File: config.mk
export PLATFORM = sky130hd
export DESIGN_NAME = piano_note_scheduler
export DESIGN_NICKNAME = d
export VERILOG_FILES = /design/src/rtl/piano_note_scheduler.sv
export SDC_FILE = /design/constraint.sdc
export NUM_CORES = 1
export LEC_CHECK = 0
export CORE_ASPECT_RATIO = 0.9
export CORE_MARGIN = 2
export CORE_UTILIZATION = 61
export CTS_CLUSTER_DIAMETER = 40
export DETAILED_ROUTE_END_ITERATION = 8
export PLACE_DENSITY = 0.9
export SYNTH_ARGS = -nofsm -noshare
export SYNTH_HDL_FRONTEND = slang
export SYNTH_SLANG_ARGS = --single-unit
File: constraint.sdc
create_clock -name iFpgaClock -period 3.9 [get_ports iFpgaClock]
set_input_delay 0.975 -clock iFpgaClock [delete_from_list [all_inputs] [get_ports iFpgaClock]]
set_output_delay 0.975 -clock iFpgaClock [all_outputs]
set_load 0.01 [all_outputs]
File: src/rtl/piano_note_scheduler.sv
// rtl/piano_note_scheduler.sv - timed note FIFO that plays 8-bit piano commands for programmed tick counts
// Each note is followed by a fixed silent gap; iStop flushes and silences.
module piano_note_scheduler #(
   parameter int CLK_HZ     = 100_000_000,
   parameter int TICK_HZ    = 1000,
   parameter int FIFO_DEPTH = 8,
   parameter int GAP_MS     = 20
) (
   input  logic                          iFpgaClock,
   input  logic                          iCpuReset,
   input  logic                          iCmdWrite,
   input  logic [23:0]                   iCmdData,
   input  logic                          iStop,
   output logic [7:0]                    oPianoCommand,
   output logic                          oPianoWrite,
   output logic                          oBusy,
   output logic                          oEmpty,
   output logic                          oFull,
   output logic [$clog2(FIFO_DEPTH):0]   oCount,
   output logic                          oOverflow
);

   localparam int DIV = CLK_HZ / TICK_HZ;
   localparam int AW  = $clog2(FIFO_DEPTH);
   localparam int PW  = $clog2(DIV);

   localparam logic [PW-1:0] PRE_MAX  = PW'(DIV - 1);
   localparam logic [15:0]   GAP_LOAD = 16'(GAP_MS);
   localparam logic [AW:0]   CNT_FULL = (AW+1)'(FIFO_DEPTH);
   localparam logic [AW:0]   CNT_ONE  = (AW+1)'(1);

   localparam logic [1:0] S_IDLE = 2'd0;
   localparam logic [1:0] S_LOAD = 2'd1;
   localparam logic [1:0] S_PLAY = 2'd2;
   localparam logic [1:0] S_GAP  = 2'd3;

   logic [23:0]   r_mem [FIFO_DEPTH];
   logic [AW-1:0] r_wr_ptr;
   logic [AW-1:0] r_rd_ptr;
   logic [AW:0]   r_count;
   logic          r_overflow;
   logic [1:0]    r_state;
   logic [PW-1:0] r_presc;
   logic [15:0]   r_remaining;
   logic [15:0]   r_gap;
   logic [23:0]   r_entry;
   logic [7:0]    r_cmd;
   logic          r_write;

   logic w_empty;
   logic w_full;
   logic w_tick;
   logic w_push;
   logic w_note_end;
   logic w_gap_done;
   logic w_pop;

   assign w_empty    = (r_count == '0);
   assign w_full     = (r_count == CNT_FULL);
   assign w_tick     = (r_presc == PRE_MAX);
   assign w_push     = iCmdWrite & ~w_full & ~iStop;
   assign w_note_end = (r_state == S_PLAY) & w_tick & (r_remaining == 16'd1);
   assign w_gap_done = (r_state == S_GAP) & (r_gap == 16'd0);
   // A pop only happens where the FSM is ready to accept the next entry.
   assign w_pop      = ~iStop & ~w_empty &
                       ((r_state == S_IDLE) | (w_note_end & (GAP_MS == 0)) | w_gap_done);

   always_ff @(posedge iFpgaClock) begin
      if (w_push) begin
         r_mem[r_wr_ptr] <= iCmdData;
      end
   end

   always_ff @(posedge iFpgaClock or negedge iCpuReset) begin
      if (!iCpuReset) begin
         r_wr_ptr    <= '0;
         r_rd_ptr    <= '0;
         r_count     <= '0;
         r_overflow  <= 1'b0;
         r_state     <= S_IDLE;
         r_presc     <= '0;
         r_remaining <= '0;
         r_gap       <= '0;
         r_entry     <= '0;
         r_cmd       <= '0;
         r_write     <= 1'b0;
      end else begin
         r_write <= 1'b0;
         if (iStop) begin
            r_wr_ptr    <= '0;
            r_rd_ptr    <= '0;
            r_count     <= '0;
            r_overflow  <= 1'b0;
            r_state     <= S_IDLE;
            r_presc     <= '0;
            r_remaining <= '0;
            r_gap       <= '0;
            r_cmd       <= '0;
            r_write     <= (r_cmd != 8'd0);
         end else begin
            if (w_push) begin
               r_wr_ptr <= r_wr_ptr + AW'(1);
            end
            if (iCmdWrite && w_full) begin
               r_overflow <= 1'b1;
            end
            if (w_pop) begin
               r_rd_ptr <= r_rd_ptr + AW'(1);
               r_entry  <= r_mem[r_rd_ptr];
            end
            if (w_push && !w_pop) begin
               r_count <= r_count + CNT_ONE;
            end else if (!w_push && w_pop) begin
               r_count <= r_count - CNT_ONE;
            end

            r_presc <= w_tick ? '0 : r_presc + PW'(1);

            case (r_state)
               S_IDLE: begin
                  if (w_pop) begin
                     r_state <= S_LOAD;
                  end
               end
               S_LOAD: begin
                  if (r_entry[15:0] == 16'd0) begin
                     r_state <= S_IDLE;
                  end else begin
                     r_cmd       <= r_entry[23:16];
                     r_write     <= 1'b1;
                     r_remaining <= r_entry[15:0];
                     r_presc     <= '0;
                     r_state     <= S_PLAY;
                  end
               end
               S_PLAY: begin
                  if (w_tick) begin
                     r_remaining <= r_remaining - 16'd1;
                  end
                  if (w_note_end) begin
                     if (GAP_MS > 0) begin
                        r_cmd   <= 8'd0;
                        r_write <= 1'b1;
                        r_gap   <= GAP_LOAD;
                        r_presc <= '0;
                        r_state <= S_GAP;
                     end else if (w_pop) begin
                        r_state <= S_LOAD;
                     end else begin
                        r_cmd   <= 8'd0;
                        r_write <= 1'b1;
                        r_state <= S_IDLE;
                     end
                  end
               end
               default: begin
                  // Gap counter sits at zero for one cycle while the exit decision is made.
                  if (w_gap_done) begin
                     r_state <= w_pop ? S_LOAD : S_IDLE;
                  end else if (w_tick) begin
                     r_gap <= r_gap - 16'd1;
                  end
               end
            endcase
         end
      end
   end

   assign oPianoCommand = r_cmd;
   assign oPianoWrite   = r_write;
   assign oBusy         = (r_state != S_IDLE);
   assign oEmpty        = w_empty;
   assign oFull         = w_full;
   assign oCount        = r_count;
   assign oOverflow     = r_overflow;

endmodule

After elaboration in Yosys (flattened, before gate mapping)
Memories as Yosys holds them, arrays and structs flattened. A register that Yosys moved wholly into a read port is not among the register bits.
Index checks and enable logic that the tools add are counted.
{"block": "totals", "register_bits": 71, "mem_bits_rw": 192, "word_cells": 106, "out_inout_bits": 17, "mem_count": 1, "in_bits": 28}
{"name": "r_mem", "depth": 8, "width": 24, "read_ports": 1, "rd_clocked_by_memory_dff": 1, "write_ports": 1, "line": "37", "source": "logic [23:0] r_mem [FIFO_DEPTH];"}
{"block": "op_classes", "add_sub_neg": 7, "n_eq_ne": 12, "n_mux": 40, "bitwise_logic": 11, "reduce_logical": 25}
{"operator": "16-bit 2-to-1 mux", "count": 7}
{"operator": "17-bit 2-to-1 mux", "count": 4}
{"operator": "16-bit case mux with 2 select lines", "count": 2}
{"operator": "17-bit case mux with 2 select lines", "count": 1}
{"operator": "16-bit zero test", "count": 2}
{"operator": "16-bit by 1-bit subtractor with 16-bit output (second input constant)", "count": 2}
{"operator": "8-bit 2-to-1 mux", "count": 3}
{"operator": "17-bit by 1-bit adder with 17-bit output (second input constant)", "count": 1}
{"operator": "17-bit == test (second input constant)", "count": 1}
{"operator": "16-bit by 1-bit == test with 1-bit output (second input constant)", "count": 1}
{"operator": "8-bit case mux with 2 select lines", "count": 1}
{"operator": "3-bit 2-to-1 mux", "count": 4}
{"operator": "4-bit 2-to-1 mux", "count": 3}
{"operator": "3-bit inequality test (second input constant)", "count": 4}
{"operator": "2-bit 2-to-1 mux", "count": 5}
{"operator": "3-bit AND reduction", "count": 3}
{"operator": "3-bit nonzero test", "count": 3}
{"operator": "1-bit 2-to-1 mux", "count": 8}
{"operator": "2-bit nonzero test", "count": 4}
{"operator": "8-bit nonzero test", "count": 1}
{"operator": "1-bit bitwise AND", "count": 7}
{"operator": "3-bit by 1-bit adder with 3-bit output (second input constant)", "count": 2}
{"operator": "2-bit case mux with 3 select lines", "count": 1}
{"operator": "5-bit nonzero test", "count": 1}
{"operator": "other kinds (17)", "count": 24}

Longest topological paths before layout
Gate-level depths: netlist of the first run.
{"block": "depth", "ltp_word": 9, "depth_mapped": 13, "mapped_depth_nobuf": 13}

Worst setup path before layout of the first run
Ideal clock, no wire load.
{"block": "synth_path", "kind": "input to register", "from": "input port iCmdWrite", "to": "memory r_mem[0][0], enable pin", "path_stages": 4, "setup_time_ps": 435, "slack_ps": 226, "t_arrival_ps": 3238, "n_path_buf": 1, "t_required_ps": 3465, "cell_sequence": "nand2b_1 > clkbuf_1 > or3_1 > nor3_1"}
{"block": "synth_via", "elab_chain_len": 4}
{"item": "from (decl)", "line": "11", "source": "input logic iCmdWrite,"}
{"item": "1-bit bitwise AND (2 in series)", "line": "61", "source": "assign w_push = iCmdWrite & ~w_full & ~iStop;"}
{"item": "1-bit 2-to-1 mux", "line": "69", "source": "if (w_push) begin"}
{"item": "1-bit 2-to-1 mux (not written as such)", "line": "70", "source": "r_mem[r_wr_ptr] <= iCmdData;"}
{"item": "to (decl)", "line": "37"}
No other way between the ends.

Worst setup path after layout of the first run
{"block": "layout_path", "from": "register r_count[1], in the netlist oCount[1]", "to": "output port oEmpty"}
{"block": "layout_via", "elab_chain_len": 1}
{"item": "from (decl)", "line": "40", "source": "logic [AW:0] r_count;"}
{"item": "from (signal assigned)", "line": "112", "source": "r_count <= r_count + CNT_ONE;"}
{"item": "from (signal assigned)", "line": "114", "source": "r_count <= r_count - CNT_ONE;"}
{"item": "4-bit zero test", "line": "58", "source": "assign w_empty = (r_count == '0);"}
{"item": "to (decl)", "line": "17", "source": "output logic oEmpty,"}
No other way between the ends.

==> metrics list, run 1 <==
- Clock-pin slew was measured on the worst setup and hold paths at about 50 ps.
* Die Outline Area: between 20,000 and 25,000 um^2
- The number of hold buffers added after CTS was 0.
* Classification of the worst-slack hold path: input pin to asynchronous set/reset pin
- Port buffering added 44 buffers.
* Area of the core region: a little under 20,000 um^2
* Synth Area in XOR/XNOR: under 10%
- At the end of the flow, the number of nets in the layout was 945.
* Total routing usage reported by global routing: around a quarter
- The initial antenna violation count is 0.
- The setup check on the worst reg-to-reg path leaves a slack of 920 ps.
- Setup total negative slack on the finished layout was measured at 0 ps.
- After synthesis, flip-flops and latches occupy between 60 and 70% of the total area.
- Syn_area_per_cell: approximately 15 um^2
* Gr ovfl total: 0
- The cell area that synthesis handed to floorplanning was between 10,000 and 15,000 um^2.
- Max-cap viol count: 0
- Row generation in the floorplan step produced 49 rows.
- Capturing element type of the critical path: output pin
- At the pin with the least slew margin, the transition time is 1120 ps.
- Dividing the detail-routed wire length by the instance count gives between 20 and 25 um.
* Unrepaired setup endpoints after global routing: false
- Counting flops and latches in the post-synthesis netlist gives between 200 and 300.
- Setup Buffers After CTS: 0
- Counting along the longest clock path gives a buffer depth of 3.
- Worst-case clock skew: about 32 ps
- In the finished design, the share of the clock period the worst path needs comes to roughly 83%.
- By area, the combinational part of the netlist is dominated by multiplexers.
- For the worst setup path, the data required time is between 2000 and 3000 ps.
- Among all flip-flop cells after synthesis, the most frequent one is sky130_fd_sc_hd__edfxtp_1.
- STA puts the critical path data arrival time at about 2300 ps.
- Measured against its own limit, the worst slew margin works out to 25.3%.
- In this run the critical register-to-register path is captured at oCount[3]$_DFFE_PN0P_.
- In this run the clock root is driven by a sky130_fd_sc_hd__clkbuf_16.
- The first global-routing pass estimated around 42,000 um of wire.
* Clock tree from TritonCTS: built
* Critical path destination: oEmpty
- Buffers inserted during clock tree synthesis total 34.
- The analysis attributes to cell leakage a power of between 5 and 6 nW.
- Synth Net Count: 887
- For this run, design rule violations remaining after detail routing come to 0.
- Largest cells by area after synthesis: sky130_fd_sc_hd__edfxtp_1 (47%), sky130_fd_sc_hd__dfrtp_1 (19%), sky130_fd_sc_hd__mux4_2 (8.8%)
- At the end of routability-driven placement, the weighted congestion stood at around 0.9.
- Compared with the post-synthesis result, the final layout area differs by 14.8%.
- Synthesis handed over a netlist of 845 instances.
- The clock period could shrink to 3250 ps.
- For this run, asynchronously set or reset flops after synthesis account for 33.1%.
* Mux cell area share after synthesis: 11.3%
- The post-route netlist has roughly 15% of its cells at a drive strength greater than 1.
- Launching instance or port of the critical path: oCount[1]$_DFFE_PN0P_
- For this block, the initial DRC count from the detailed router was between 800 and 900.
- Yosys mapped a number of flops with a built-in enable equal to approximately 190.
* Result of the run: complete, no violations
- Sum of net half-perimeters after detailed placement: 15,200 um
- Routed via count divided by cell count: about 6.5
- # IOs: 45
* Clk sinks: between 200 and 300
- Summing the areas of all fa, ha and maj instances in the mapped netlist gives around 1.5% of the synthesized area.
- Pwr Density: 666 nW/um^2
- The number of cells on the worst reg-to-reg path is 11.
* Post-cts repair resize count: 0
- Most frequent cell after synthesis: sky130_fd_sc_hd__edfxtp_1
- Setup-violating endpoint count in the final report: 0
* Antenna diode count: 0
- The via count of the first global-routing pass is 7,600.
- VDD sags by at most between 0.3 and 0.4 mV.
- The number of different library cells used by synthesis comes to between 60 and 70.
- The count of nets left with antenna violations once routing finished came out at 0.
- Share of the synthesized area in compound gates (AO/OA/AOI/OAI): 7.19%
- Entering global routing, the biggest net connects 56 pins.
- The first detailed-routing pass took 6 iterations.
* Die width: about 150 um
- Number of max-slew violations in the final report: 0
- Start of the worst register-to-register path: oCount[1]$_DFFE_PN0P_
- Once the floorplan was initialized, standard cells occupied 61.8% of the core.
- Area share of the leading cell type in the synthesized netlist: a little under half
- Timing would allow up to ~0.31 GHz.
- Source-to-sink clock delay at the later pin of the worst-skew pair: about 510 ps
- Wires add up to 26,500 um.
- Synth warn: 0
- The number of hold violations in the final report was 0.
* Area post-placement: 13,000 um^2
- Total Power Consumption: approximately 9.4 mW
- Along the worst path, the maximum fanout reaches 6.
- Type of the worst setup path: flop to output pin
- By count the netlist is led by sky130_fd_sc_hd__edfxtp_1 (192), sky130_fd_sc_hd__dfrtp_1 (95), sky130_fd_sc_hd__nor2_1 (86).
* Dominant cell type by area after synthesis: sky130_fd_sc_hd__edfxtp_1
* Maximum level of the CTS H-tree: 2
- Kind of start point of the critical path: flop
- The die is between 100 and 150 um tall.
* Final standard cell area without fillers: 14,100 um^2
- The routed layout has around 7,700 vias.
- Summing the areas of all and, or, nand and nor instances in the mapped netlist gives under 10% of the synthesized area.
* Number of filler cells placed in the layout: 1,238
[critical path, cell delays in order, from the launching register on]
cell and delay (ps):
sky130_fd_sc_hd__dfrtp_1 440, sky130_fd_sc_hd__or4_1 630, sky130_fd_sc_hd__inv_1 160, sky130_fd_sc_hd__clkdlybuf4s50_1 550
[placed cells by master, fill, tap and decap left out, drive strengths merged, types with 13 or more instances in the layout]
master | synthesis | layout
a21oi | 46 | 46
buf | 15 | 18
clkbuf | 24 | 54
clkdlybuf4s50 | 0 | 43
dfrtp | 95 | 95
edfxtp | 192 | 192
ha | 13 | 13
inv | 22 | 24
mux2i | 31 | 31
mux4 | 48 | 48
nand2 | 54 | 54
nand3 | 24 | 24
nor2 | 86 | 86
nor3 | 16 | 16
nor4 | 13 | 13
o211ai | 13 | 13
o21ai | 34 | 34
xnor2 | 13 | 13
[worst min-delay path by stage]
stage                              start                     end  slack, ps  cells after the start
finish                         iCpuReset    r_gap[7]$_DFFE_PN0P_        460                      1
global route                   iCpuReset  r_entry[9]$_DFFE_PN0P_        510                      1
CTS                            iCpuReset  r_entry[8]$_DFFE_PN0P_        470                      1
detailed placement  r_presc[0]$_DFF_PN0_    r_presc[0]$_DFF_PN0_        490                      1
global placement    r_presc[0]$_DFF_PN0_    r_presc[0]$_DFF_PN0_        480                      1
floorplan           r_presc[0]$_DFF_PN0_    r_presc[0]$_DFF_PN0_        460                      1
[metal layers]
layer  vias to the layer above  part of all wire (%)  track usage, %  wire [um]
met5                         -                     0               0          0
met4                         0                   3.4            8.40        900
met3                        87                   7.6            4.72       2020
met2                       373                    48            40.3      12700
met1                      3849                    41            36.3      10800
li1                       3351                     -               -          -
[logic make-up (layout without fill, tap and decap cells)]
logic type	after synthesis	count (layout)
muxes	79	79
buffers and inverters	61	143
adders and majority gates	14	14
and+or+nand+nor	247	247
xor gates and xnor gates	21	21
DFF	287	287
AOI/OAI and AO/OA	136	136
[sequential cells by signal, indices dropped and copies added (netlist names), 2 cells and up]
signal         cells
r_mem            192
r_entry           24
r_presc           17
r_gap             16
r_remaining       16
oPianoCommand      8
oCount             4
r_rd_ptr           3
r_wr_ptr           3
r_state            2
[power by group]
| part | total [mW] | internal, mW | switching [mW] | leakage (nW) |
|---|---|---|---|---|
| Clock | 2.95 | 1.79 | 1.15 | 0.516 |
| Combinational | 2.38 | 1.09 | 1.29 | 1.53 |
| Sequential | 4.05 | 3.59 | 0.462 | 2.96 |
[stage by stage]
| stage | cells | setup slack (ps) | util [%] | hold WS, ps |
|---|---|---|---|---|
| floorplan | 845 | 226 | - | 455 |
| global placement | 1122 | 668 | 65.6 | 477 |
| detailed placement | 1122 | 629 | 65.6 | 487 |
| CTS | 1182 | 642 | 70.9 | 466 |
| global route | 1182 | 558 | 70.9 | 509 |
| finish | 1182 | 649 | 70.9 | 458 |
[layout make-up]
class | instances | area [um^2] | share of cell area [%]
Tap cell | 255 | 319 | 2.27
Timing Repair Buffer | 61 | 578 | 4.10
Clock inverter | 6 | 41.3 | 0.293
Inverter | 22 | 82.6 | 0.586
Multi-Input combinational cell | 497 | 3900 | 27.7
Sequential cell | 287 | 8150 | 57.8
Clock buffer | 54 | 1020 | 7.23
No activity file was read; power rests on OpenSTA's default activity.
==> run 2, diff against run 1 <==
==> constraint.sdc (replaced) <==
create_clock -name iFpgaClock -period 3 [get_ports iFpgaClock]
set_input_delay 0.75 -clock iFpgaClock [delete_from_list [all_inputs] [get_ports iFpgaClock]]
set_output_delay 0.75 -clock iFpgaClock [all_outputs]
set_load 0.01 [all_outputs]
==> run 2 against run 1 <==
Compared with the run above: final cell count up 1.5%; hold slack worse by 190 ps; sequential power up 27%; clock power up 41%; register-to-register slack worse by 680 ps; clock skew down 10 ps; clock-buffer cell count down 9; non-clock buffer count up 14; critical path depth up 8; critical path type is now flop to flop; highest routed layer unchanged.
==> metrics list, run 2 (synthesized netlist as in run 1, its figures left out) <==
* Result of the run: complete, no violations
- Number of antenna violations at the first check in global routing: 0 (unchanged)
- The root buffer cell chosen for the clock tree is sky130_fd_sc_hd__clkbuf_16.
- Drt wl/cell: 22.6 um (+1.1%)
* Number of filler cells placed in the layout: 1,210 (-2.3%)
- Worst-case clock skew: 21.9 ps (-10.3 ps)
* Sum of net half-perimeters after detailed placement: 16,100 um (+5.4%)
- Classification of the worst-slack hold path: input pin to asynchronous set/reset pin
- TritonCTS built the clock tree.
* Remaining DRCs: 0 (unchanged)
- The data arrival time of the critical path came to 3150 ps (+870 ps).
- Final core utilization: 72.6% (+1.7 points)
* GR Layer Usage met1: 35.4% (-0.90 points)
- The floorplan die width came to 153 um (unchanged).
* Detailed Route Iter0 Violations: 796 (-8.9%)
- Height of the die: 139 um (unchanged)
- Post-DRT Antenna Nets: 0 (unchanged)
- From synthesis to final layout, the design area changed by 17.5%.
- Routability-driven placement congestion ratio: 0.916 (+2.3%)
- After layout, the worst path uses ~92% of the clock period.
- Data required time of the critical path: 3380 ps (+460 ps)
- Max FFs per register: 192 (unchanged)
- Type of the worst setup path: flop to flop
- Max Fclk: between 0.3 and 0.4 GHz
- Worst slew margin: 14.7% (-11 points)
* Worst reg2reg endpoint: oCount[3]$_DFFE_PN0P_
- The maximum level of the CTS H-tree was 2 (unchanged).
* Wire length of the first global-routing pass: 43,200 um (+2.8%)
* Total negative slack for setup checks: 0 ps (unchanged)
* Final Hold Slack: 269 ps (-189 ps)
* Pin count of the biggest net entering global routing: 53 (-5.4%)
* Met3 track utilization from global routing: 4.63% (-0.094 points)
- The number of buffers created by CTS was 35 (+2.9%).
* Starting density of the core: 61.8% (unchanged)
* Unrepaired setup endpoints after global routing: false
* Area of the core region: 19,900 um^2 (unchanged)
* Number of cell instances on the worst register-to-register path: 11 (unchanged)
- Layout Nets: 960 (+1.6%)
- Die Outline Area: 21,300 um^2 (unchanged)
* Vias: 7,656 (-0.052%)
* Number of hold violations in the final report: 0 (unchanged)
- The maximum buffer depth of the clock tree was 3 (unchanged).
* # IOs: 45 (unchanged)
- Detailed-router iteration count before antenna repair: 5 (-1)
* Count of buffers inserted at the top-level ports: 44 (unchanged)
- The worst setup path is launched from a flop.
- Met2 layer usage reported by global route: 43.7% (+3.5 points)
- Largest registers: r_mem x192, r_entry x24, r_presc x17
- Maximum fanout encountered on the critical timing path: 5 (-1)
* Setup Buffers After CTS: 0 (unchanged)
* Worst-case setup slack after placement: 127 ps (-502 ps)
- The worst path in the final design needs a cycle of approximately 2800 ps, including I/O delays and setup.
- The overall routing resource usage was 26.1% (+0.72 points).
- Capturing element type of the critical path: flop
* Number of cell rows: 49 (unchanged)
- Leakage: 5.15 nW (+2.8%)
* Routed via count divided by cell count: 6.38 (-1.6%)
* Setup slack of the critical path after layout: 237 ps (-412 ps)
* Number of global-route vias before repair: 7,907 (+4.0%)
* Largest reg by FF count: r_mem
* Leading cell types in the layout, fill and taps excluded: sky130_fd_sc_hd__edfxtp_1 (192), sky130_fd_sc_hd__dfrtp_1 (93), sky130_fd_sc_hd__nor2_1 (80), sky130_fd_sc_hd__nand2_1 (54), sky130_fd_sc_hd__mux4_2 (48)
* Pwr Density: 875 nW/um^2 (+31%)
* Clk sinks: 287 (unchanged)
* Antenna diode count: 0 (unchanged)
* Setup-violating endpoint count in the final report: 0 (unchanged)
- Final routed wirelength across all metal layers: 27,200 um (+2.7%)
- Minimum setup slack among reg-to-reg paths: 240 ps (-680 ps)
- The library cell used most frequently in the layout, excluding fill and tap cells, is sky130_fd_sc_hd__edfxtp_1.
* Source-to-sink clock delay at the later pin of the worst-skew pair: 530 ps (+20 ps)
* Worst vdd ir: 0.605 mV (+53%)
- The transition time at the pin with the least slew margin came to 1280 ps (+158 ps).
- Max-cap viol count: 0 (unchanged)
- Top Usage Layer GRT: met2
* Number of max-slew violations in the final report: 0 (unchanged)
* Start of the worst register-to-register path: oCount[2]$_DFFE_PN0P_
- The share of final-layout standard cells stronger than drive strength 1 was 17.0% (+2.0 points).
- The clock-pin slew reported for the worst setup and hold paths after clock tree synthesis came to 50 ps (about the same).
- Gr ovfl total: 0 (unchanged)
-- run 2: worst max-delay path by stage --
stage          slack (ps)             startpoint                    end  cells after the start
3_5_place_dp          130              iCmdWrite  oCount[3]$_DFFE_PN0P_                     10
3_3_place_gp          140              iCmdWrite  oCount[3]$_DFFE_PN0P_                     10
4_1_cts                20  oCount[2]$_DFFE_PN0P_                 oEmpty                      3
6_report              240  oCount[2]$_DFFE_PN0P_  oCount[3]$_DFFE_PN0P_                     11
2_1_floorplan         190              iCmdWrite  r_mem[6][0]$_DFFE_PP_                      4
5_1_grt               120  oCount[2]$_DFFE_PN0P_  oCount[3]$_DFFE_PN0P_                     11
-- run 2: report_power, final --
part	total (mW)	internal (mW)	switching (mW)
sequential	5.16	4.67	0.488
combinational	3.31	1.50	1.81
clock	4.16	2.48	1.67
-- run 2: layout make-up --
cell class	count	area (um^2)	share of cell area, %
sequential	287	8150	56.5
multi-input combinational	497	3920	27.2
clock buffer	45	923	6.40
timing repair buffer	75	798	5.54
tap	255	319	2.21
clock inverter	19	230	1.60
inverter	22	82.6	0.573
-- run 2: layer usage --
layer / routed length, um / vias up
li1: - / 3391
met1: 10600 / 3790
met3: 2080 / 74
met4: 646 / 0
met2: 13900 / 401
met5: 0 / -
-- run 2: repair_timing --
action | in CTS | in global routing
hold buffers | 0 | 0
setup endpoints to repair | 0 | 2
gates resized for setup | 0 | 2
-- run 2: worst max-delay path, cell delays in order (launching register included) --
cell	delay, ps
sky130_fd_sc_hd__dfrtp_1	430
sky130_fd_sc_hd__or4_1	540
sky130_fd_sc_hd__nand2_1	120
sky130_fd_sc_hd__o21ai_2	70
sky130_fd_sc_hd__or3_1	390
sky130_fd_sc_hd__ha_1	290
sky130_fd_sc_hd__a21o_1	110
sky130_fd_sc_hd__a21oi_1	70
sky130_fd_sc_hd__or2_2	270
sky130_fd_sc_hd__mux2i_1	160
sky130_fd_sc_hd__xnor2_1	140
sky130_fd_sc_hd__nor2_1	50
-- run 2: through the flow --
| stage | power [mW] | cell area [um^2] | cells |
|---|---|---|---|
| 6_report | 12.6 | 14400 | 1200 |
| 5_1_grt | 13.2 | 14400 | 1200 |
| 4_1_cts | 12.6 | 14400 | 1200 |
| 3_5_place_dp | 8.44 | 13300 | 1136 |
| 3_3_place_gp | 8.28 | 13300 | 1136 |
| 2_1_floorplan | 7.35 | 12300 | 845 |
==> run 3, diff against run 2 <==
--- a/config.mk
+++ b/config.mk
@@ -9,6 +9,7 @@
 export CORE_MARGIN = 2
 export CORE_UTILIZATION = 61
 export CTS_CLUSTER_DIAMETER = 40
+export CTS_CLUSTER_SIZE = 8
 export DETAILED_ROUTE_END_ITERATION = 8
 export PLACE_DENSITY = 0.9
 export SYNTH_ARGS = -nofsm -noshare
==> run 3 against run 2 <==
Compared with the run above: routed wire length is 2.6% higher; die area stayed put; highest routed layer unchanged; clock skew is 0.52 ps higher; global-route usage is 0.72 points higher; hold slack worse by 15 ps; fmax is 0.49% lower; final cell count is 1.3% higher; critical endpoint is now oFull; register-to-register slack hardly changed.
==> metrics list, run 3 (synthesized netlist as in run 1, its figures left out) <==
- The run finished with clean final reports.
* Max-cap viol count: 0 (unchanged)
- Die width: 153 um (unchanged)
* Setup-violating endpoint count in the final report: 0 (unchanged)
* Root Driver: sky130_fd_sc_hd__clkbuf_16
- Pin count of the biggest net entering global routing: 53 (unchanged)
- The highest fanout seen on the critical path came to 5 (unchanged).
* Type of the worst setup path: flop to output pin
- The number of design rule violations left after detail routing is 0 (unchanged).
* Largest reg by FF count: r_mem
- The post-cts hold buffer count is 0 (unchanged).
- The placed cell count was 1,136 (unchanged).
- The average wire per standard cell came to 22.9 um (+1.3%).
- The violation count after the first detailed-route iteration came to 871 (+9.4%).
- The insertion delay to the later sink of the worst-skew pair is 550 ps (+20 ps).
* Starting density of the core: 61.8% (unchanged)
* Routability-driven placement congestion ratio: 0.916 (unchanged)
- The maximum buffer depth of the clock tree is 3 (unchanged).
* Height of the die: 139 um (unchanged)
- The total via count after detailed routing was 7,847 (+2.5%).
- Number of cell instances on the worst register-to-register path: 11 (unchanged)
* Clock tree from TritonCTS: built
* Total Power Consumption: 13.3 mW (+5.6%)
* Area of the core region: 19,900 um^2 (unchanged)
- Data arrival time of the worst path: 2030 ps (-1120 ps)
- The number of nets with antenna violations after detailed routing is 0 (unchanged).
- # IOs: 45 (unchanged)
* Critical-path top delay cell: sky130_fd_sc_hd__clkdlybuf4s50_1
- Pwr Density: 908 nW/um^2 (+3.8%)
- Layout Nets: 969 (+0.94%)
- Largest registers: r_mem x192, r_entry x24, r_presc x17
- Number of max-slew violations in the final report: 0 (unchanged)
- In the layout the commonest cells are sky130_fd_sc_hd__edfxtp_1 (192), sky130_fd_sc_hd__dfrtp_1 (93), sky130_fd_sc_hd__nor2_1 (80), sky130_fd_sc_hd__nand2_1 (54), sky130_fd_sc_hd__mux4_2 (48).
- Capturing element type of the critical path: output pin
- The share of final-layout standard cells stronger than drive strength 1 came to 16.9% (-0.18 points).
* Leakage: 5.26 nW (+2.2%)
* CP cell instances: buf_4, nor4b_2, clkdlybuf4s50_1
- The setup slack after placement is 127 ps (unchanged).
- Antenna diode count: 0 (unchanged)
- The die footprint is 21,300 um^2 (unchanged).
- The initial antenna violation count is 0 (unchanged).
* Number of global-route vias before repair: 7,912 (+0.063%)
- The number of hold violations in the final report is 0 (unchanged).
* Post-layout instance count excluding filler cells: 1,216 (+1.3%)
- The maximum level of the CTS H-tree is 2 (unchanged).
* Worst vdd ir: 0.606 mV (+0.14%)
- Routed via count divided by cell count: 6.45 (+1.1%)
* Clock period minus worst slack: 2780 ps (+13.5 ps)
* Relative area change from synthesis to final layout: 19.6%
- Total negative slack for setup checks: 0 ps (unchanged)
- Number of cell rows: 49 (unchanged)
- The flip-flop count of the largest register after layout is 192 (unchanged).
- The wire length of the first global-routing pass was 44,100 um (+2.0%).
* Gr ovfl total: 0 (unchanged)
* Worst slew margin: 16.5% (+1.7 points)
* Worst-case clock skew: 22.4 ps (+0.524 ps)
* Crit-path max cell delay: 610 ps (+70 ps)
- Total routing usage reported by global routing: 26.8% (+0.72 points)
- Classification of the worst-slack hold path: input pin to asynchronous set/reset pin
- Most common library cell in the layout ignoring fill and taps: sky130_fd_sc_hd__edfxtp_1
* Detailed-router iteration count before antenna repair: 7 (+2)
* Count of buffers inserted at the top-level ports: 44 (unchanged)
* Slew of the pin with the lowest slew margin: 1250 ps (-26.2 ps)
* Sum of net half-perimeters after detailed placement: 16,100 um (unchanged)
- The required arrival time at the worst endpoint is 2250 ps (-1130 ps).
- Clock edge transition at the registers on the reported setup and hold paths: 50 ps (about the same)
- The worst setup path is launched from a flop.
- Share of the clock period used by the worst path after layout: 92.6% (+0.45 points)
- The number of buffers created by CTS is 44 (+26%).
* Max Fclk: 0.360 GHz (-0.49%)
- The clock sink total came to 287 (unchanged).
- Unrepaired setup endpoints after global routing: false
- Final routed wirelength across all metal layers: 27,900 um (+2.6%)
- Setup slack of the critical path after layout: 223 ps (-13.5 ps)
-- run 3: changes by cell type in the layout (fill, tap and decap cells not counted), sizes merged --
cell      previous run  this run
inv                 25        23
clkbuf              45        72
clkinv              11         4
clkinvlp             2         0
-- run 3: critical path, delay by kind of cell (launching register included) --
family / cells / cell delay, ps
buffers and inverters: 2 / 770
flip-flops: 1 / 380
AND/OR/NAND/NOR: 1 / 360
-- run 3: final timing paths --
path	start	endpoint	slack (ps)
min in group iFpgaClock	r_presc[0]$_DFF_PN0_	r_presc[0]$_DFF_PN0_	490
min reg2reg	r_presc[0]$_DFF_PN0_	r_presc[0]$_DFF_PN0_	490
max in group asynchronous	iCpuReset	r_presc[14]$_DFF_PN0_	2080
max	oCount[1]$_DFFE_PN0P_	oFull	220
max reg2reg	oCount[2]$_DFFE_PN0P_	oCount[3]$_DFFE_PN0P_	230
min	iCpuReset	oCount[1]$_DFFE_PN0P_	250
-- run 3: routing by layer --
| layer | part of all wire (%) | global-route usage (%) | vias up | routed length, um |
|---|---|---|---|---|
| met3 | 8.2 | 4.78 | 90 | 2300 |
| met2 | 50 | 43.4 | 443 | 14000 |
| met4 | 2.8 | 9.32 | 0 | 779 |
| met5 | 0 | 0 | - | 0 |
| met1 | 39 | 37.5 | 3903 | 10900 |
| li1 | - | - | 3411 | - |
-- run 3: layout make-up --
type                            instances  area (um^2)
Timing Repair Buffer                   75          798
Clock inverter                          8          169
Tap cell                              255          319
Inverter                               22         82.6
Multi-Input combinational cell        497         3920
Fill cell                            1132         5190
Clock buffer                           72         1240
Sequential cell                       287         8150
-- run 3: metrics by stage --
step	cell area [um^2]	hold slack (ps)	utilization [%]
2_1_floorplan	12300	454	-
3_3_place_gp	13300	477	66.7
3_5_place_dp	13300	486	66.7
4_1_cts	14700	262	73.8
5_1_grt	14700	300	73.9
6_report	14700	254	73.9
-- run 3: where the power goes --
part | leakage [nW] | internal [mW] | total [mW] | switching (mW)
clock | 0.671 | 3.07 | 4.80 | 1.73
combinational | 1.63 | 1.50 | 3.35 | 1.85
sequential | 2.96 | 4.68 | 5.17 | 0.495
total | 5.26 | 9.25 | 13.3 | 4.08
-- run 3: timing repair --
action                     4_1_cts  5_1_grt
resized for setup                0        2
setup endpoints to repair        0        2
buffers inserted                 0        0
hold endpoints to repair         0        0
==> RTL edit 1: new RTL, flow settings as in run 2 <==
Set the parameter `FIFO_DEPTH` to 32 (it was 8).
--- a/src/rtl/piano_note_scheduler.sv
+++ b/src/rtl/piano_note_scheduler.sv
@@ -3,7 +3,7 @@
 module piano_note_scheduler #(
    parameter int CLK_HZ     = 100_000_000,
    parameter int TICK_HZ    = 1000,
-   parameter int FIFO_DEPTH = 8,
+   parameter int FIFO_DEPTH = 32,
    parameter int GAP_MS     = 20
 ) (
    input  logic                          iFpgaClock,
Interface: changed (resized oCount); port bits go from 45 to 47. No check against the original RTL was run, so the function may have changed too.
==> RTL edit 1 against run 2 <==
  * The run now ends with negative setup slack left
  * Final area grew to 2.9 times the old value
  * Synthesized area grew to 2.8 times the old value
  * Clock power grew to 2.9 times the old value
  * Sequential cell count increased by 582
  * Clock skew grew 0.013 ns
  * Total power rose to 2.7 times the old value
  * Synthesized cell count increased by 140%
  * Core utilization increased by 0.50 points
  * Critical path depth rose by 2
  * Wire length grew to 3.4 times the old value
  * Sequential power rose to 2.7 times the old value
  * Setup slack got worse by 0.58 ns
  * Largest cell class unchanged
  * Highest routed layer unchanged
==> RTL edit 1: results (changes against run 2) <==
* sequential-to-total area share from yosys stat: 73.26%, +6.9 points
* number of filler cells placed in the layout: 3096, +160%
* post-DP HPWL: 51260 um, +220%
* worst vdd ir: 614.2 uV, +1.5%
* initial antenna violation count: 3, +3
* count of flip-flops with a built-in enable after synthesis: 768, +300%
* registers with the most flip-flops: r_mem (768), r_entry (24), r_presc (17)
* Non-CTS inverters: 32, +45%
* number of optimization iterations in the first detailed-route pass: 6, +1
* final weighted congestion in routability-driven placement: 0.8685, -5.2%
* failing checks: negative setup slack
* Buffers, non-clock: 240, +220%
* source of the worst register-to-register timing path: r_state[0]
* share of the final layout cell area in sequential cells: 61.67%, +5.2 points
* GRT met3 Usage: 7.316%, +2.7 points
* distinct cell type count after synthesis: 69, +4.5%
* Synth Net Count: 2080, +130%
* cell internal power dissipation: 23950 uW, +180%
* skew final: 0.03529 ns, +0.01340 ns
* average detailed-routed wire length per instance: 29.71 um, +31%
* GR Util All Layers: 31.69%, +5.6 points
* Worst Reg-to-Reg Cells: 13, +2
* met1 routing resource usage after global routing: 41.09%, +5.7 points
* maximum number of pins on one net before global-route repair: 58, +9.4%
* total of endpoints with negative setup slack in the final report: 1, +1
* met2 track demand over resource: 51.20%, +7.5 points
* arrival time reported for the critical path endpoint: 3.90 ns, +0.75 ns
* slack of the critical path: -0.3440 ns, -0.5806 ns
* Worst Setup Slack post-DPL: -0.5699 ns, -0.6974 ns
* layout sequential cell count: 869, +200%
* leakage: 0.01385 uW, +170%
* P_clk: 12100 uW, +190%
* depth of the CTS H-tree: 3, +1
* share of cells above drive strength 1: 22.89%, +5.9 points
* vias in the first global route: 22110, +180%
* total setup buffers inserted after CTS: 3, +3
* Multi-input comb cells: 1018, +100%
* worst slew margin relative to its limit: 25.45%, +11 points
* clock tree buffer count of the final layout: 107, +140%
* number of clock buffers inserted by TritonCTS: 95, +170%
* starting DRC count in detailed routing: 2871, +260%
* result of the run: finished, violations left
* ys async rst share: 11.62%, -21 points
* nets@finish: 2303, +140%
## RTL edit 1: critical path, stage by stage (launching register included)
cell	delay [ns]
sky130_fd_sc_hd__dfrtp_1	0.36
sky130_fd_sc_hd__ha_2	0.18
sky130_fd_sc_hd__or4bb_4	0.54
sky130_fd_sc_hd__nor3_4	0.21
sky130_fd_sc_hd__a21oi_2	0.09
sky130_fd_sc_hd__or2_4	0.27
sky130_fd_sc_hd__nand2_8	0.10
sky130_fd_sc_hd__ha_4	0.21
sky130_fd_sc_hd__a211oi_2	0.18
sky130_fd_sc_hd__o21bai_1	0.09
sky130_fd_sc_hd__a21o_1	0.18
sky130_fd_sc_hd__and2_4	0.16
sky130_fd_sc_hd__mux4_2	0.44
sky130_fd_sc_hd__a32o_1	0.22
## RTL edit 1: through the flow
stage | hold WS (ns) | instances | cell area (um^2) | power, uW | utilization [%]
after CTS | 0.1131 | 3096 | 41430 | 33530 | 72.93
after global placement | 0.4691 | 2915 | 38080 | 21060 | 67.04
after floorplan | 0.4497 | 2033 | 35030 | 18710 | -
final | 0.1191 | 3102 | 41520 | 33630 | 73.09
after detailed placement | 0.4809 | 2915 | 38080 | 21380 | 67.04
after global routing | 0.1596 | 3102 | 41520 | 34660 | 73.09
## RTL edit 1: cells by family after synthesis
group	after synthesis	share of synthesized area [%]
DFF	869	73.26
AOI/OAI and AO/OA	340	6.964
and+or+nand+nor	323	4.388
muxes	306	12.25
buffers and inverters	146	1.684
xor gates and xnor gates	30	0.7523
adders and majority gates	19	0.7021
## RTL edit 1: per-layer routing
metal | up-vias | wire, um
met4 | 0 | 4503
met5 | - | 0
met3 | 332 | 10720
met2 | 1710 | 44960
li1 | 8680 | -
met1 | 10620 | 31980
==> RTL edit 2: new RTL, config.mk and constraints of run 2 <==
Without the edit above. Put one more register stage on the output `oCount`, cleared by the reset. The value now appears one clock later. The other outputs are not delayed to match.
--- a/src/rtl/piano_note_scheduler.sv
+++ b/src/rtl/piano_note_scheduler.sv
@@ -171,7 +171,13 @@
    assign oBusy         = (r_state != S_IDLE);
    assign oEmpty        = w_empty;
    assign oFull         = w_full;
-   assign oCount        = r_count;
+   always_ff @(posedge iFpgaClock or negedge iCpuReset) begin
+      if (!iCpuReset) begin
+         oCount <= '0;
+      end else begin
+         oCount <= r_count;
+      end
+   end
    assign oOverflow     = r_overflow;
 
 endmodule
Function: changed (Yosys sat finds a counterexample within 4 cycles, from zero or initial values and one cycle with iCpuReset low).
==> RTL edit 2 against run 2 <==
  * Cell count about the same
  * Setup slack lost 0.088 ns
  * Global-route usage increased by 2.5 points
  * First-iteration DRC count increased by 20%
  * Non-clock buffer count decreased by 3
  * Total power increased by 0.79%
  * Clock power is 2% lower
  * Synthesized area rose by 2.1%
  * Clock skew increased by 0.0083 ns
  * Final area increased by 1.3%
  * Combinational power rose by 3%
  * Sequential cell count increased by 4
  * Wire length up 11%
==> RTL edit 2: results (changes against run 2) <==
* result of the run: finished, final reports clean
* clock tree buffer count of the final layout: 42, -6.7%
* sequential-to-total area share from yosys stat: 65.79%, -0.58 points
* per-cell via count in the routed design: 6.744, +5.7%
* top cells by count, synth: sky130_fd_sc_hd__edfxtp_1, sky130_fd_sc_hd__dfrtp_1, sky130_fd_sc_hd__nor2_1, sky130_fd_sc_hd__a21oi_1, sky130_fd_sc_hd__mux4_2
* startpoint of the worst setup timing path: r_state[1]
* slack of the critical path: 0.1483 ns, -0.08827 ns
* share of final layout cell area taken by non-clock buffers: 5.413%, -0.12 points
* count of mapped cells out of synthesis: 854, +1.1%
* final weighted congestion in routability-driven placement: 0.9332, +1.9%
* capture instance of the worst register-to-register path: r_count[3]
* distinct cell type count after synthesis: 72, +9.1%
* wire length the detailed router placed on met1: 11660 um, +10%
* number of filler cells placed in the layout: 1189, -1.7%
* Power Combinational: 3400 uW, +3%
* number of clock buffers inserted by TritonCTS: 34, -2.9%
* net switching share of the total power: 32.46%, +1.0 points
* starting DRC count in detailed routing: 954, +20%
* clock network power share: 32.0%, -0.9 points
* arrival time reported for the critical path endpoint: 2.10 ns, -1.05 ns
* worst hold slack: 0.1176 ns, -0.1511 ns
* combined area of the multi-input logic cells: 4059 um^2, +3.6%
* Layout Cell Area excl Fill: 14610 um^2, +1.3%
* worst hold-check path type: in -> async
* ys async rst share: 34.02%, +0.92 points
* nets@finish: 961, +0.10%
* share of cells above drive strength 1: 17.37%, +0.34 points
* vias in the first global route: 7954, +0.59%
* Synth Net Count: 896, +1.0%
* worst vdd ir: 714.5 uV, +18%
* Buffers, non-clock: 72, -4.0%
* GRT met3 Usage: 5.167%, +0.54 points
* total routed wirelength: 30160 um, +11%
* maximum number of pins on one net before global-route repair: 58, +9.4%
* average detailed-routed wire length per instance: 25.15 um, +11%
* GR Util All Layers: 28.55%, +2.5 points
* Storage cell area: 8250 um^2, +1.3%
* ClkCell Share: 7.546%, -0.45 points
* skew final: 0.03021 ns, +0.008318 ns
* worst slew margin relative to its limit: 20.56%, +5.8 points
* wire length of the first global-routing pass: 46660 um, +8.0%
* Yosys reg bits: 291, +1.4%
* top fanout value on the critical path: 8, +3
* Multi-input comb cells: 497, unchanged
* total met3 wirelength after detailed routing: 2217 um, +6.6%
* top post-synthesis cells by area: sky130_fd_sc_hd__edfxtp_1, sky130_fd_sc_hd__dfrtp_1, sky130_fd_sc_hd__mux4_2
* Non-CTS inverters: 23, +4.5%
RTL edit 2: worst max-delay path, stage by stage (launching register included):
cell and delay [ns]:
sky130_fd_sc_hd__dfrtp_1 0.47, sky130_fd_sc_hd__inv_1 0.15, sky130_fd_sc_hd__ha_1 0.26, sky130_fd_sc_hd__inv_2 0.16, sky130_fd_sc_hd__clkdlybuf4s50_1 0.56
RTL edit 2: cells by family after synthesis:
logic type	share of synthesized area, %
buffers and inverters	2.227
flip-flops	65.79
AO/OA/AOI/OAI	8.150
adder cells (fa/ha/maj)	1.458
multiplexers	10.95
XOR/XNOR	1.468
AND/OR/NAND/NOR	9.957
RTL edit 2: worst max path at each step:
stage,end,depth (start not counted)
after floorplan,r_mem[7][0],5
after global placement,r_count[3],10
after detailed placement,r_count[3],10
after CTS,oEmpty,3
after global routing,oBusy,4
final,oBusy,4
RTL edit 2: what timing repair did:
action | 4_1_cts | 5_1_grt
hold buffers | 0 | 0
resized for setup | 4 | 5
endpoints found under the setup margin | 2 | 4
gates cloned | 0 | 0
